**src/rtl/if_pc_ctrl.sv**
```systemverilog
// Instruction-fetch PC controller: one outstanding fetch, branch redirect with
// flush, and a registered misaligned-target exception pulse.
module if_pc_ctrl #(
    parameter logic [31:0] RESET_PC = 32'h8000_0000
) (
    input  logic        clk,
    input  logic        rst_n,
    input  logic        branch_control,
    input  logic [3:0]  branch_type,
    input  logic [31:0] br_target,
    input  logic        stall,
    output logic        imem_req_valid,
    input  logic        imem_req_ready,
    output logic [31:0] imem_addr,
    input  logic        imem_rsp_valid,
    input  logic [31:0] imem_rsp_data,
    output logic        if_valid,
    output logic [31:0] if_pc,
    output logic [31:0] if_inst,
    output logic        flush,
    output logic        misalign_exc
);

    typedef enum logic [1:0] {
        ST_REQ  = 2'd0,
        ST_WAIT = 2'd1,
        ST_HOLD = 2'd2,
        ST_DROP = 2'd3
    } state_t;

    state_t      state_reg, state_next;
    logic [31:0] pc_reg, pc_next;
    logic [31:0] if_pc_reg;
    logic [31:0] if_inst_reg;
    logic        misalign_reg;
    logic        capture;

    logic        handshake;
    logic        redirect_req;
    logic        misaligned;
    logic        redirect;
    logic [31:0] eff_target;

    assign handshake = imem_req_valid & imem_req_ready;

    // Any of the low three qualifier bits redirects; auipc (bit 3) alone is
    // the only nonzero pattern that must not, hence the two exclusions.
    assign redirect_req = branch_control & (branch_type != 4'b0000) & (branch_type != 4'b1000);
    assign eff_target   = branch_type[1] ? {br_target[31:1], 1'b0} : br_target;
    assign misaligned   = redirect_req & (eff_target[1:0] != 2'b00);
    assign redirect     = redirect_req & ~misaligned;

    always_comb begin
        state_next = state_reg;
        pc_next    = pc_reg;
        capture    = 1'b0;
        case (state_reg)
            ST_REQ:  if (handshake) state_next = ST_WAIT;
            ST_WAIT: if (imem_rsp_valid) begin
                state_next = ST_HOLD;
                capture    = 1'b1;
            end
            ST_HOLD: if (!stall) begin
                state_next = ST_REQ;
                pc_next    = pc_reg + 32'd4;
            end
            ST_DROP: if (imem_rsp_valid) state_next = ST_REQ;
            default: state_next = ST_REQ;
        endcase

        // A redirect wins over stall and the sequential increment; an
        // in-flight or same-cycle request must still have its response drained.
        if (redirect) begin
            pc_next = eff_target;
            capture = 1'b0;
            case (state_reg)
                ST_REQ:  state_next = handshake ? ST_DROP : ST_REQ;
                ST_WAIT: state_next = imem_rsp_valid ? ST_REQ : ST_DROP;
                ST_HOLD: state_next = ST_REQ;
                ST_DROP: state_next = imem_rsp_valid ? ST_REQ : ST_DROP;
                default: state_next = ST_REQ;
            endcase
        end
    end

    always_ff @(posedge clk or negedge rst_n) begin
        if (!rst_n) begin
            state_reg    <= ST_REQ;
            pc_reg       <= RESET_PC;
            if_pc_reg    <= 32'd0;
            if_inst_reg  <= 32'd0;
            misalign_reg <= 1'b0;
        end else begin
            state_reg    <= state_next;
            pc_reg       <= pc_next;
            misalign_reg <= misaligned;
            if (capture) begin
                if_pc_reg   <= pc_reg;
                if_inst_reg <= imem_rsp_data;
            end
        end
    end

    assign imem_req_valid = rst_n & (state_reg == ST_REQ);
    assign imem_addr      = pc_reg;
    assign if_valid       = (state_reg == ST_HOLD);
    assign if_pc          = if_pc_reg;
    assign if_inst        = if_inst_reg;
    assign flush          = redirect;
    assign misalign_exc   = misalign_reg;

endmodule

```
**config.mk**
```make
export PLATFORM = sky130hd
export DESIGN_NAME = if_pc_ctrl
export DESIGN_NICKNAME = d
export VERILOG_FILES = /design/src/rtl/if_pc_ctrl.sv
export SDC_FILE = /design/constraint.sdc
export NUM_CORES = 1
export LEC_CHECK = 0
export ABC_AREA = 1
export CAP_MARGIN = 20
export CORE_AREA = 2 2 113 115
export CTS_CLUSTER_SIZE = 28
export DETAILED_ROUTE_END_ITERATION = 8
export DIE_AREA = 0 0 115 117
export PLACE_DENSITY = 0.76
export RECOVER_POWER = 50
export SLEW_MARGIN = 20
export SYNTH_ARGS = -nofsm -noshare
export SYNTH_HDL_FRONTEND = slang
export SYNTH_SLANG_ARGS = --single-unit
```
**constraint.sdc**
```tcl
create_clock -name clk -period 1.6 [get_ports clk]
set_clock_uncertainty 0.15 [all_clocks]
set_input_delay 0.4 -clock clk [delete_from_list [all_inputs] [get_ports clk]]
set_output_delay 0.4 -clock clk [all_outputs]
set_load 0.02 [all_outputs]
```
==> qor.yml <==
syn2layout_area_growth_pct: 72.5
htreeDepth: 3
violations: "setup timing"
grt_pass1_vias: 5225
required_ns: 1.73
crit_type: "register to register"
nets: 957
layout_setup_ws_ns: -0.152
grt_max_degree: 52
grt_usage_pct: 26.7
finalCriticalPeriod_ns: 1.75
grt-ovfl-total: 0
power.total_w: 0.0148
hold_path_class: "input port to register"
drt_pass1_iterations: 5
cts.path.max_buffers: 2
synth_nets: 690
route.detailed.drc: 0
yosys_warnings: 0
wl_per_cell_um: 18.2
synth_cells: 615
start_util_pct: 40.2
core_um2: 12300
drv_slew: 0
ys_ff_latch: 99
seq_area_um2: 2490
clkSlewWorstSetupHoldPaths_ns: 0.07
synth.avg_cell_area_um2: 8.05
setup_violations: 34
hold_buffers: 0
max_freq_mhz: 571
leakage_nw: 4.15
wl_mm: 18.9
rows: 41
synthDistinctLibCells: 33
numCtsBuffers: 9
layout-drive-gt1-share_pct: 37.9
portBuffers: 172
outcome: "complete, but fails checks"
antenna_found_initial: 0
vdd.ir_drop.worst_uv: 719
worstPathArrival_ns: 1.88
p_per_area_nw_per_um2: 1730
drt_iter0_drc: 635
final_area_um2: 8540
grt_first_pass_wirelength_mm: 27.4
end_kind: "register"
tightestPinTransition_ns: 1.11
antenna_left: 0
die_y_um: 117
cts_tree: "yes"
place_area_um2: 7190
hpwl_mm: 10.6
maxCapViolCount: 0
multi_input_area_um2: 2520
worst_hold_slack_ns: 0.300
post-route-period-util_pct: 110
crit_path_start_kind: "register"
clock_sinks: 99
root_buffer: "clkbuf_16"
final_hold_viol_count: 0
dieArea_um2: 13500
viasPerCell: 5.27
grt_busiest_layer: "met2"
post-place-ws_ns: -0.837
path_max_fanout: 3
gp_congestion: 0.914
n_antenna_cell: 0
slew_headroom_pct: 26.3
die_w_um: 115
ios: 174
netlist_area_um2: 4950
seq_area_frac_synth_pct: 50.1
fill_cells: 877
rsz0062_at_grt: "true"
clk_latency_ns: 0.34
use_met1_pct: 33.5
grtUsageMet2_pct: 45.0
rrSetupSlack_ns: -0.15
use_met3_pct: 4.07
vias: 5466
-- stage by stage --
step           std cells  TNS (ns)  utilization (%)
2_1_floorplan        615   -0.0137                -
5_1_grt             1037     -7.57             69.3
3_3_place_gp         973    -60.00             58.4
6_report            1037     -2.57             69.3
4_1_cts             1034     -1.88             68.9
3_5_place_dp         973    -61.38             58.4
-- Yosys cell counts (all sizes together) --
library cell	number	area, µm²
a31oi	2	12.5
buf	20	185
dfstp	1	26.3
nor2	50	245
o21bai	2	15.0
o22ai	1	6.26
xor2	12	105
o21ai	77	423
nand2	204	788
ha	1	12.5
nor3b	1	7.51
and2	1	6.26
clkinv	1	3.75
nand4	4	31.3
nand3	43	228
inv	84	315
or2	1	6.26
o211ai	3	22.5
a21oi	6	41.3
nor3	3	15.0
dfrtp	98	2450
-- layout by cell type (no fill, tap or decap), types with 14 or more instances in the layout --
cell and count:
nor2_2 14, buf_4 58, clkbuf_2 33, nand2_4 14, clkdlybuf4s50_1 64, buf_2 16, nand3_1 18, nand2_1 155
nand3_2 22, o21ai_2 22, nand2_2 33, buf_6 30, o21ai_1 51, dfrtp_1 88, clkdlybuf4s15_1 40, nor2_1 24
inv_1 76
-- repair_timing --
action,4_1_cts,5_1_grt
gates resized for setup,378,146
gates cloned,13,0
endpoints found under the setup margin,195,136
pin swaps,46,38
setup buffers,32,8
-- cell families after synthesis --
logic type	synth area share (%)
AO/OA/AOI/OAI	10.5
AND/OR/NAND/NOR	26.8
buffers and inverters	10.2
XOR/XNOR	2.12
adder cells (fa/ha/maj)	0.253
flip-flops	50.1
-- worst max-delay path, cell delays in order (launching register included) --
cell	delay, ns
dfrtp_2	0.45
buf_6	0.14
nand3_1	0.15
nor2_1	0.18
nand2_2	0.13
o21ai_0	0.26
nand3_2	0.12
nand3_1	0.12
-- power by group --
part	switching (W)	leakage, nW	internal (W)
combinational	0.00461	2.78	0.00359
clock	0.000913	0.141	0.00126
sequential	0.000838	1.23	0.00360
-- path summary, 6_finish.rpt --
path                                 endpoint    startpoint  depth (start not counted)
worst max-delay path            imem_addr[19]  imem_addr[2]                          7
worst min-delay path             misalign_exc  br_target[1]                          4
worst max register to register  imem_addr[19]  imem_addr[2]                          7
worst min register to register     if_inst[9]    if_inst[9]                          2
max in group asynchronous        imem_addr[3]         rst_n                          3
min in group asynchronous           if_pc[12]         rst_n                          3
-- cell type report --
class / instances / area share [%]
repair buffers: 275 / 31.6
multi-input cells: 412 / 29.5
flip-flops and latches: 99 / 29.2
inverters: 85 / 4.18
clock buffers: 14 / 2.97
well taps: 150 / 2.20
clock inverters: 2 / 0.410
-- routing by layer --
| metal | routed length, µm | vias up |
|---|---|---|
| li1 | - | 2457 |
| met1 | 7450 | 2559 |
| met2 | 8970 | 358 |
| met3 | 1500 | 92 |
| met4 | 943 | 0 |
| met5 | 0 | - |
No activity file was read; power rests on OpenSTA's default activity.
